File: src/rtl/cpu_ctrl_pkg.sv
// cpu_ctrl_pkg: opcodes, sequencer states, control-word layout and opcode grouping helpers.
package cpu_ctrl_pkg;

    localparam logic [4:0] OP_LD   = 5'd0,  OP_LDI  = 5'd1,  OP_ST   = 5'd2,  OP_ADD  = 5'd3;
    localparam logic [4:0] OP_SUB  = 5'd4,  OP_SHR  = 5'd5,  OP_SHL  = 5'd6,  OP_ROR  = 5'd7;
    localparam logic [4:0] OP_ROL  = 5'd8,  OP_AND  = 5'd9,  OP_OR   = 5'd10, OP_ADDI = 5'd11;
    localparam logic [4:0] OP_ANDI = 5'd12, OP_ORI  = 5'd13, OP_MUL  = 5'd14, OP_DIV  = 5'd15;
    localparam logic [4:0] OP_NEG  = 5'd16, OP_NOT  = 5'd17, OP_BRX  = 5'd18, OP_JR   = 5'd19;
    localparam logic [4:0] OP_JAL  = 5'd20, OP_IN   = 5'd21, OP_OUT  = 5'd22, OP_MFHI = 5'd23;
    localparam logic [4:0] OP_MFLO = 5'd24, OP_HALT = 5'd26;

    localparam int BUS_HI = 0, BUS_LO = 1, BUS_ZHI = 2, BUS_ZLO = 3;
    localparam int BUS_PC = 4, BUS_MDR = 5, BUS_INPORT = 6, BUS_C = 7;

    localparam int LD_MDR = 0, LD_MAR = 1, LD_Y = 2, LD_ZLO = 3, LD_ZHI = 4, LD_HI = 5;
    localparam int LD_LO = 6, LD_PC = 7, LD_IR = 8, LD_OUTPORT = 9, LD_CON = 10;

    typedef enum logic [3:0] {
        S_RST, S_T0, S_T1, S_T2, S_T3, S_T4, S_T5, S_T6, S_T7, S_WAIT, S_HALT
    } state_t;

    typedef struct packed {
        logic [7:0]  bus_src;
        logic [10:0] ld_en;
        logic        gra, grb, grc, r_in, r_out, ba_out;
        logic [15:0] reg_en_in;
        logic        mdr_read, ram_enable, pc_increment;
    } ctrl_t;

    function automatic logic is_alu3(input logic [4:0] op);
        return op inside {OP_ADD, OP_SUB, OP_SHR, OP_SHL, OP_ROR, OP_ROL, OP_AND, OP_OR};
    endfunction

    function automatic logic is_muldiv(input logic [4:0] op);
        return op inside {OP_MUL, OP_DIV};
    endfunction

    function automatic logic is_imm(input logic [4:0] op);
        return op inside {OP_LDI, OP_ADDI, OP_ANDI, OP_ORI};
    endfunction

    function automatic logic is_unary(input logic [4:0] op);
        return op inside {OP_NEG, OP_NOT};
    endfunction

    function automatic logic is_mem(input logic [4:0] op);
        return op inside {OP_LD, OP_ST};
    endfunction

    function automatic logic is_single(input logic [4:0] op);
        return op inside {OP_JR, OP_IN, OP_OUT, OP_MFHI, OP_MFLO};
    endfunction

    // Final step of each instruction; nop, halt and undefined opcodes end after fetch.
    function automatic state_t last_step(input logic [4:0] op);
        return is_mem(op) ? S_T7 :
               (is_muldiv(op) || op == OP_BRX) ? S_T6 :
               (is_alu3(op) || is_imm(op)) ? S_T5 :
               (is_unary(op) || op == OP_JAL) ? S_T4 :
               is_single(op) ? S_T3 : S_T2;
    endfunction

endpackage

File: src/rtl/ctrl_decode.sv
// ctrl_decode: combinational map from (step, opcode, con_out) to the datapath control word.
module ctrl_decode
    import cpu_ctrl_pkg::*;
#(
    parameter int unsigned LINK_REG = 15
) (
    input  state_t     state,
    input  logic [4:0] opcode,
    input  logic       con_out,
    output ctrl_t      cw
);

    always_comb begin
        cw = '0;
        case (state)
            S_T0: begin
                cw.bus_src[BUS_PC] = 1'b1;
                cw.ld_en[LD_MAR] = 1'b1;
                cw.pc_increment = 1'b1;
            end
            S_T1: begin
                cw.mdr_read = 1'b1;
                cw.ld_en[LD_MDR] = 1'b1;
            end
            S_T2: begin
                cw.bus_src[BUS_MDR] = 1'b1;
                cw.ld_en[LD_IR] = 1'b1;
            end
            S_T3: begin
                if (is_alu3(opcode) || is_muldiv(opcode) || is_imm(opcode)) begin
                    cw.grb = 1'b1;
                    cw.ba_out = opcode == OP_LDI;
                    cw.r_out = opcode != OP_LDI;
                    cw.ld_en[LD_Y] = 1'b1;
                end
                if (is_unary(opcode)) begin
                    cw.grb = 1'b1;
                    cw.r_out = 1'b1;
                    cw.ld_en[LD_ZLO] = 1'b1;
                end
                if (is_mem(opcode)) begin
                    cw.grb = 1'b1;
                    cw.ba_out = 1'b1;
                    cw.ld_en[LD_Y] = 1'b1;
                end
                if (opcode == OP_BRX || opcode == OP_JR || opcode == OP_OUT) begin
                    cw.gra = 1'b1;
                    cw.r_out = 1'b1;
                    cw.ld_en[LD_CON] = opcode == OP_BRX;
                    cw.ld_en[LD_PC] = opcode == OP_JR;
                    cw.ld_en[LD_OUTPORT] = opcode == OP_OUT;
                end
                if (opcode == OP_JAL) begin
                    cw.bus_src[BUS_PC] = 1'b1;
                    cw.reg_en_in = 16'h1 << LINK_REG;
                end
                if (opcode inside {OP_IN, OP_MFHI, OP_MFLO}) begin
                    cw.gra = 1'b1;
                    cw.r_in = 1'b1;
                    cw.bus_src[BUS_INPORT] = opcode == OP_IN;
                    cw.bus_src[BUS_HI] = opcode == OP_MFHI;
                    cw.bus_src[BUS_LO] = opcode == OP_MFLO;
                end
            end
            S_T4: begin
                if (is_alu3(opcode) || is_muldiv(opcode)) begin
                    cw.grc = 1'b1;
                    cw.r_out = 1'b1;
                    cw.ld_en[LD_ZLO] = 1'b1;
                    cw.ld_en[LD_ZHI] = is_muldiv(opcode);
                end
                if (is_imm(opcode) || is_mem(opcode)) begin
                    cw.bus_src[BUS_C] = 1'b1;
                    cw.ld_en[LD_ZLO] = 1'b1;
                end
                if (is_unary(opcode)) begin
                    cw.bus_src[BUS_ZLO] = 1'b1;
                    cw.gra = 1'b1;
                    cw.r_in = 1'b1;
                end
                if (opcode == OP_BRX) begin
                    cw.bus_src[BUS_PC] = 1'b1;
                    cw.ld_en[LD_Y] = 1'b1;
                end
                if (opcode == OP_JAL) begin
                    cw.gra = 1'b1;
                    cw.r_out = 1'b1;
                    cw.ld_en[LD_PC] = 1'b1;
                end
            end
            S_T5: begin
                if (is_alu3(opcode) || is_imm(opcode)) begin
                    cw.bus_src[BUS_ZLO] = 1'b1;
                    cw.gra = 1'b1;
                    cw.r_in = 1'b1;
                end
                if (is_muldiv(opcode) || is_mem(opcode)) begin
                    cw.bus_src[BUS_ZLO] = 1'b1;
                    cw.ld_en[LD_LO] = is_muldiv(opcode);
                    cw.ld_en[LD_MAR] = is_mem(opcode);
                end
                if (opcode == OP_BRX) begin
                    cw.bus_src[BUS_C] = 1'b1;
                    cw.ld_en[LD_ZLO] = 1'b1;
                end
            end
            S_T6: begin
                if (is_muldiv(opcode)) begin
                    cw.bus_src[BUS_ZHI] = 1'b1;
                    cw.ld_en[LD_HI] = 1'b1;
                end
                if (opcode == OP_LD) begin
                    cw.mdr_read = 1'b1;
                    cw.ld_en[LD_MDR] = 1'b1;
                end
                if (opcode == OP_ST) begin
                    cw.gra = 1'b1;
                    cw.r_out = 1'b1;
                    cw.ld_en[LD_MDR] = 1'b1;
                end
                if (opcode == OP_BRX && con_out) begin
                    cw.bus_src[BUS_ZLO] = 1'b1;
                    cw.ld_en[LD_PC] = 1'b1;
                end
            end
            S_T7: begin
                if (opcode == OP_LD) begin
                    cw.bus_src[BUS_MDR] = 1'b1;
                    cw.gra = 1'b1;
                    cw.r_in = 1'b1;
                end
                cw.ram_enable = opcode == OP_ST;
            end
            default: cw = '0;
        endcase
    end

endmodule

File: src/rtl/control_sequencer.sv
// control_sequencer: hardwired fetch/decode/execute step sequencer with run/halt/restart.
// Optional SINGLE_STEP_EN adds step_mode, which halts after every instruction.
module control_sequencer
    import cpu_ctrl_pkg::*;
#(
    parameter int unsigned MEM_WAIT = 0,
    parameter int unsigned LINK_REG = 15
) (
    input  logic        clk,
    input  logic        clr,
    input  logic [4:0]  opcode,
    input  logic        con_out,
    input  logic        start,
    input  logic        stop,
`ifdef SINGLE_STEP_EN
    input  logic        step_mode,
`endif
    output logic [7:0]  bus_src,
    output logic [10:0] ld_en,
    output logic        gra,
    output logic        grb,
    output logic        grc,
    output logic        r_in,
    output logic        r_out,
    output logic        ba_out,
    output logic [15:0] reg_en_in,
    output logic        mdr_read,
    output logic        ram_enable,
    output logic        pc_increment,
    output logic        run
);

    state_t     state, nxt;
    logic [2:0] wcnt;
    logic       stop_q, halt_req, ram_step, hold;
    ctrl_t      cw;

`ifdef SINGLE_STEP_EN
    assign halt_req = stop_q | stop | step_mode;
`else
    assign halt_req = stop_q | stop;
`endif

    // RAM steps stretch for MEM_WAIT extra cycles while the counter drains.
    assign ram_step = state == S_T1 || (state == S_T6 && opcode == OP_LD) ||
                      (state == S_T7 && opcode == OP_ST);
    assign hold = ram_step && wcnt != 3'd0;

    always_comb begin
        nxt = state == S_RST || state == S_WAIT ? S_T0 :
              state == S_HALT ? (start ? S_T0 : S_HALT) :
              hold ? state :
              state != last_step(opcode) ? state_t'(state + 4'd1) :
              (halt_req || opcode == OP_HALT) ? S_HALT : S_T0;
    end

    always_ff @(posedge clk or negedge clr) begin
        if (!clr) begin
            state <= S_RST;
            wcnt <= 3'(MEM_WAIT);
            stop_q <= 1'b0;
        end else begin
            state <= nxt;
            wcnt <= hold ? wcnt - 3'd1 : 3'(MEM_WAIT);
            stop_q <= (state == S_HALT || nxt == S_HALT) ? 1'b0 : stop_q | stop;
        end
    end

    ctrl_decode #(.LINK_REG(LINK_REG)) u_decode (
        .state  (state),
        .opcode (opcode),
        .con_out(con_out),
        .cw     (cw)
    );

    assign bus_src = cw.bus_src;
    assign ld_en = cw.ld_en;
    assign gra = cw.gra;
    assign grb = cw.grb;
    assign grc = cw.grc;
    assign r_in = cw.r_in;
    assign r_out = cw.r_out;
    assign ba_out = cw.ba_out;
    assign reg_en_in = cw.reg_en_in;
    assign mdr_read = cw.mdr_read;
    assign ram_enable = cw.ram_enable;
    assign pc_increment = cw.pc_increment;
    assign run = state inside {[S_T0:S_T7]};

endmodule

File: config.mk
export PLATFORM = sky130hd
export DESIGN_NAME = control_sequencer
export DESIGN_NICKNAME = d
export VERILOG_FILES = /design/src/rtl/cpu_ctrl_pkg.sv /design/src/rtl/ctrl_decode.sv /design/src/rtl/control_sequencer.sv
export SDC_FILE = /design/constraint.sdc
export NUM_CORES = 1
export LEC_CHECK = 0
export ABC_AREA = 0
export BUFFER_PORTS_ARGS = -buffer_cell sky130_fd_sc_hd__buf_2
export CORE_ASPECT_RATIO = 0.8
export CORE_MARGIN = 2
export CORE_UTILIZATION = 28
export DETAILED_ROUTE_END_ITERATION = 12
export GPL_TIMING_DRIVEN = 0
export PLACE_DENSITY = 0.5
export SYNTH_ARGS = -nofsm -noshare
export SYNTH_HDL_FRONTEND = slang
export SYNTH_SLANG_ARGS = --single-unit
File: constraint.sdc
create_clock -name clk -period 2.62 [get_ports clk]
set_clock_uncertainty 0.2 [all_clocks]
set_input_delay 0.131 -clock clk [delete_from_list [all_inputs] [get_ports clk]]
set_output_delay 0.131 -clock clk [all_outputs]
set_load 0.01 [all_outputs]
==> impl_results.md, run 1 <==
* CP max stage cell: dfrtp_1
* CTS root buf: clkbuf_8
* CP max stage delay at 430 ps
* Drt via density at 4.97
* Delay-heaviest family, CP: simple AND/OR/NAND/NOR gates
* Tcrit/Tclk final at 94.3%
* DR iter-0 viols at 88
* I/O pin count at 55
* Clock sinks at 8
* Num rows at 23
* Logic pwr share at 74.6%
* Largest net degree at the start of global routing at 11
* Core area at 0.00504 mm²
* DR WL/cell at 13.5 µm
* Initial Utilization at 29.1%
* Pwr/cell area at 705 mW/mm²
* Crit end category: flop
* Reg clk slew, reported paths at 40 ps
* Initial antenna violation count at 0
* Area share of the largest cell type after synthesis at 13.6%
* Crit path kind: flop to flop
* Design Power at 1.38 mW
* HP Class: primary input to flop
* Top area cells in the synthesized netlist: dfrtp_1 14%, buf_4 9.7%, nand2_1 6.1%, ha_1 6.0%, nor2_1 5.6%
* GPL Wtd Cong at 0.833
* Die Ht at 68.8 µm
* Synth unique cells at 57
* Grt total ovfl at 0
* Die area at 0.00584 mm²
* Sequence of cells on the critical path: nor2b_1, clkbuf_1, nand3_1, o311a_2, nor3_4, a311oi_2, nor4_2, a31oi_1
* Clock power share at 10.6%
* Seq/Total Area, Yosys at 13.6%
* Layout fillers at 548
* Mapped Cells at 196
* Fin area at 0.00196 mm²
* Peak Freq at 0.405 GHz
* DP Area at 0.00179 mm²
* Count leader, synth: nand2_1
* Cell Count, Final, Fillers Out at 318
* Synth async-reset ratio at 100%
* Critical path startpoint category: flop
* WP data arrival at 2370 ps
* Psw at 0.677 mW
* Final hold vios at 0
* Number of buffers created by CTS at 3
* Clk_lat worst skew at 230 ps
* Seq cells post-synth at 8
* Die width at 84.9 µm
* Cell Area, Synth at 0.00147 mm²
* CP required at 2520 ps
* Area leader, netlist: dfrtp_1
* CTS tree: done
* Max Slew Vio Count at 0
* Status: finished clean
* Period minus WS final at 2470 ps
* Number of remaining DRC errors at 0
* Synth top cells by count: 24 x nand2_1, 22 x nor2_1, 19 x buf_4
* Port Buf Inserts at 38
* Total GRT Usage at 14.0%
* DRT Wirelength at 4.29 mm
* H-tree levels at 1
* Area delta synth->final at 33.5%
* Final setup violation count at 0
* Peak VDD IR at 260 µV
* Vias in the first global route at 1343
* Crit Path Max Fanout at 10
* Post-DRT Antenna Nets at 0
* Post-DP HPWL at 3.32 mm
* Number of synthesized flops with an enable pin at 0
* Vias post-DR at 1579
* Buf/Inv on CP at 1
* DP Cell Count at 310
* Diode count at 0
* Sw Ratio at 49.0%
* Avg Synthesized Cell Area at 7.49 µm²
* Synthesis Warnings at 0
* Part of the power in registers at 14.8%
* First-pass GRT wire length at 6.62 mm
* Final net count at 275
* Pint at 0.704 mW
* Max_cap viols at 0
* Clk buf depth at 2
* Pleak at 0.960 nW
* TritonRoute pass-1 iters at 4
* Layout cell share with drive strength beyond 1 at 38.7%
* Ys flop type: dfrtp_1
-- final cells by class --
cell class | instances | area [µm²] | area share, %
flip-flops and latches | 8 | 201 | 10.3
well taps | 62 | 77.6 | 3.96
repair buffers | 44 | 238 | 12.1
clock buffers | 3 | 41.3 | 2.11
multi-input cells | 162 | 1160 | 59.1
plain buffers | 28 | 200 | 10.2
inverters | 11 | 43.8 | 2.23
-- metal layers --
layer	GRT usage (%)	wire [µm]	vias to the layer above	share of wire, %
met5	0	0	-	0
met4	1.79	11	0	0.26
met3	2.26	250	2	5.8
met2	23.0	1950	65	45
met1	19.9	2080	728	49
li1	-	-	784	-
-- path summary, 6_finish.rpt --
path / from / endpoint / slack (ps) / depth (start not counted)
setup reg to reg: state[3]$_DFF_PN0_ / stop_q$_DFF_PN0_ / 150 / 8
setup / recovery: state[3]$_DFF_PN0_ / stop_q$_DFF_PN0_ / 150 / 8
hold reg to reg: wcnt[0]$_DFF_PN0_ / wcnt[0]$_DFF_PN0_ / 220 / 1
hold / removal: stop / stop_q$_DFF_PN0_ / 50 / 3
max in group asynchronous: clr / state[0]$_DFF_PN0_ / 1960 / 2
min in group asynchronous: clr / state[2]$_DFF_PN0_ / 80 / 2
-- cell families after synthesis --
kind of cell	after synthesis	synth area share, %
buffers and inverters	40	16.0
AOI/OAI and AO/OA	41	22.3
DFF	8	13.6
and+or+nand+nor	92	33.8
adders and majority gates	8	6.73
muxes	2	2.22
xor gates and xnor gates	4	4.94
other	1	0.256
-- worst reg2reg max path, cell delays in order, from the launching register on --
cell,delay (ps)
dfrtp_1,430
nor2b_1,130
clkbuf_1,390
nand3_1,150
o311a_2,220
nor3_4,290
a311oi_2,100
nor4_2,320
a31oi_1,120
-- registers in the layout, indices dropped and copies added, names as in the netlist --
signal	cells
state	4
wcnt	3
stop_q	1
-- cell usage in the layout, fill, tap and decap left out, types with 3 or more instances in the layout --
cell type  synthesis  layout
buf_4             19      23
nor2_1            22      22
clkbuf_1           6       5
buf_6              1       3
a21oi_1            6       6
buf_2              2      39
nand2_1           24      24
nand4_1            3       3
ha_1               7       4
o21bai_1           4       4
nor2b_1            6       6
dfrtp_1            8       7
or2_2              3       3
and3_1             3       3
clkbuf_8           0       3
o21ai_0            7       7
conb_1             1      15
inv_1             11       9
nand3_1           10      10
-- power by group through the flow --
stage               Sequential (mW)  Combinational (mW)  Clock, mW
global route                  0.211                1.13      0.163
finish                        0.204                1.03      0.147
floorplan                     0.185               0.669          0
detailed placement            0.193               0.898          0
global placement              0.192               0.907          0
CTS                           0.196               0.926      0.150
-- repair_timing --
action,in CTS,in global routing
buffers inserted,0,5
gates resized for setup,4,16
cloned,0,0
endpoints found under the hold margin,8,0
hold buffers,1,0
setup endpoints to repair,4,6
pin swaps,0,3
-- metrics by stage --
stage	utilization, %	setup slack (ps)	setup TNS (ps)	hold WS (ps)
final	38.9	150	0	52.1
after global placement	35.5	-239	-362	-214
after detailed placement	35.5	-249	-347	-210
after CTS	36.9	15.7	0	46.2
after global routing	38.9	-26.7	-26.7	61.4
after floorplan	-	148	0	-365
No activity file was read; power rests on OpenSTA's default activity.
==> inputs of run 2 (changes only) <==
ABC_AREA = 1   (was 0)
==> run 2 against run 1 <==
Against the previous run:
- first-iteration DRC count grew 44%
- critical endpoint unchanged
- area after synthesis decreased by 1.8%
- largest cell class unchanged
- cell count grew 10%
- global-route usage down 0.75 points
- largest power group unchanged
- non-clock buffer count is 13 lower
- flip-flop and latch count did not move
- sequential share of layout area rose by 0.85 points
- power down 15%
==> impl_results.md, run 2 <==
* Number of synthesized flops with an enable pin at 0
* Synth Area in Simple Gates at 44.1%
* Area leader, netlist: dfrtp_1
* Ys flop type: dfrtp_1
* Register-to-register setup slack at 370 ps
* Vias in the first global route at 1373
* RSZ-0062 raised after global routing: false
* Synth unique cells at 36
* Layout cell share with drive strength beyond 1 at 36.1%
* Initial Utilization at 29.0%
* Reg clk slew, reported paths at 40 ps
* Clk buf depth at 2
* Synth async-reset ratio at 100%
* Sw Ratio at 52.4%
* Max reg flops at 4
* Seq cells post-synth at 8
* Die Ht at 68.2 µm
* DR WL/cell at 11.2 µm
* Count leader, synth: nand2_1
* Crit Path Max Fanout at 10
* TritonRoute pass-1 iters at 4
* Number of buffers created by CTS at 3
* Top area cells in the synthesized netlist: dfrtp_1 14%, nand2_1 10%, buf_4 8.9%, inv_1 7.8%, nand3_1 7.6%
* Cell Count, Final, Fillers Out at 350
* Diode count at 0
* Max Slew Vio Count at 0
* Psw at 0.612 mW
* Grt met3 use at 2.41%
* Multi-input logic area at 985 µm²
* Area delta synth->final at 25.5%
* DRT Wirelength at 3.91 mm
* Pleak at 1.06 nW
* Crit end category: flop
* First-pass GRT wire length at 6.21 mm
* Setup TNS at 0 ps
* Grt total ovfl at 0
* Post-DRT Antenna Nets at 0
* Busiest layer in global routing: met2
* Mux share of post-synthesis cell area at 0%
* Met2 GRT Util at 20.6%
* Complex-gate fraction of the synthesized area at 12.4%
* Max_cap viols at 0
* GPL Wtd Cong at 0.823
* Part of the power in registers at 17.9%
* Post-Synth Adder-Cell Area at 6.08%
* CTS root buf: clkbuf_8
* Register area at 201 µm²
* Tcrit/Tclk final at 86.0%
* Biggest regs: state x4, wcnt x3, stop_q x1
* GR Util met1 at 20.2%
* Initial antenna violation count at 0
* H-tree levels at 1
* Pwr/cell area at 646 mW/mm²
* Cell Area, Synth at 0.00144 mm²
* Period minus WS final at 2250 ps
* Synth top cells by count: 40 x nand2_1, 30 x inv_1, 27 x nor2_1
* Largest net degree at the start of global routing at 11
* Critical path startpoint category: flop
* Xor/xnor share of the synthesized area at 1.82%
* Peak VDD IR at 246 µV
* Logic pwr share at 69.6%
* I/O pin count at 55
* Pint at 0.556 mW
* CP required at 2530 ps
* Mapped Cells at 233
* Most flops, register: state
* Clk_lat worst skew at 230 ps
* DR iter-0 viols at 127
* Commonest non-fill, non-tap cell in the layout: nand2_1
* Status: finished clean
* Seq/Total Area, Yosys at 13.9%
* Peak Freq at 0.444 GHz
* Avg Synthesized Cell Area at 6.19 µm²
* Most frequent cells in the layout: 40 x nand2_1, 38 x buf_2, 29 x inv_1, 27 x nor2_1, 22 x nand3_1
* Port Buf Inserts at 37
* Clock power share at 12.6%
* HP Class: primary input to flop
* Drt via density at 4.43
* WP data arrival at 2170 ps
* Vias post-DR at 1551
* Clock sinks at 8
* Total GRT Usage at 13.2%
* Crit path kind: flop to flop
* Area share of the largest cell type after synthesis at 13.9%
* Final hold vios at 0
* Post-DP HPWL at 3.35 mm
* CTS tree: done
* Num rows at 23
* Die area at 0.00574 mm²
* Largest family of logic cells by synthesized area: simple AND/OR/NAND/NOR gates
* Final net count at 307
* Layout fillers at 566
* DP Cell Count at 346
* Number of remaining DRC errors at 0
* Core area at 0.00498 mm²
* Final setup violation count at 0
* Die width at 84.2 µm
* Synthesis Warnings at 0
## run 2: cell count changes after synthesis, sizes merged, moves of 7 or more
cell    delta
inv       +26
nand2     +27
nor2      +17
o21ai      +7
clkbuf     -7
nand3     +17
## run 2: worst max-delay path, stage by stage, from the launching register on
cell     delay [ps]
dfrtp_1         430
inv_1           120
ha_1            210
nand3_1         120
nor2_1           80
or2_1           220
nand2_1          90
buf_6           140
nand3_1          70
nand3_1          90
nor2_1           50
nand2_1          90
nand3_1          70
nor2_1          100
nor2_1           50
## run 2: final timing paths
kind / start / endpoint / cells past startpoint
hold / removal: start / state[0]$_DFF_PN0_ / 3
setup / recovery: state[1]$_DFF_PN0_ / stop_q$_DFF_PN0_ / 14
min in group asynchronous: clr / state[3]$_DFF_PN0_ / 2
max in group asynchronous: clr / state[0]$_DFF_PN0_ / 2
setup reg to reg: state[1]$_DFF_PN0_ / stop_q$_DFF_PN0_ / 14
hold reg to reg: wcnt[0]$_DFF_PN0_ / wcnt[0]$_DFF_PN0_ / 1
## run 2: timing repair
| action | in CTS | in global routing |
|---|---|---|
| resized for setup | 0 | 3 |
| setup buffers | 0 | 0 |
| setup endpoints to repair | 0 | 5 |
| hold buffers | 1 | 0 |
| endpoints found under the hold margin | 8 | 0 |
## run 2: area by class of cell
class / instances / share of cell area (%)
multi-input combinational: 180 / 54.4
inverter: 38 / 7.88
buffer: 21 / 9.20
tap: 62 / 4.29
timing repair buffer: 38 / 10.8
clock buffer: 3 / 2.28
sequential: 8 / 11.1
## run 2: per-stage QoR
stage	hold slack [ps]	setup slack, ps	instance area (µm²)	utilization (%)	power [mW]
after global placement	-217	296	1760	35.3	1.01
after detailed placement	-216	275	1760	35.3	1.02
after floorplan	-365	534	1490	-	0.802
after CTS	68.9	87.8	1810	36.3	1.17
after global routing	91.5	54.4	1810	36.3	1.29
final	59.6	366	1810	36.3	1.17
## run 2: routing by layer
layer | vias up | wire (µm) | share of wire, %
met1 | 676 | 1980 | 51
met2 | 56 | 1610 | 41
li1 | 819 | - | -
met5 | - | 0 | 0
met4 | 0 | 0 | 0
met3 | 0 | 316 | 8.1
## run 2: logic make-up (layout without fill, tap and decap cells)
group,after synthesis,after routing
adder cells (fa/ha/maj),7,7
other,1,15
XOR/XNOR,3,3
AO/OA/AOI/OAI,28,28
buffers and inverters,59,100
flip-flops,8,8
AND/OR/NAND/NOR,127,127
## run 2: power by group through the flow
| stage | Sequential, mW | Clock (mW) | Combinational, mW |
|---|---|---|---|
| after floorplan | 0.195 | 0 | 0.607 |
| after global placement | 0.208 | 0 | 0.806 |
| after detailed placement | 0.209 | 0 | 0.807 |
| after CTS | 0.207 | 0.151 | 0.813 |
| after global routing | 0.216 | 0.156 | 0.922 |
| final | 0.209 | 0.147 | 0.813 |
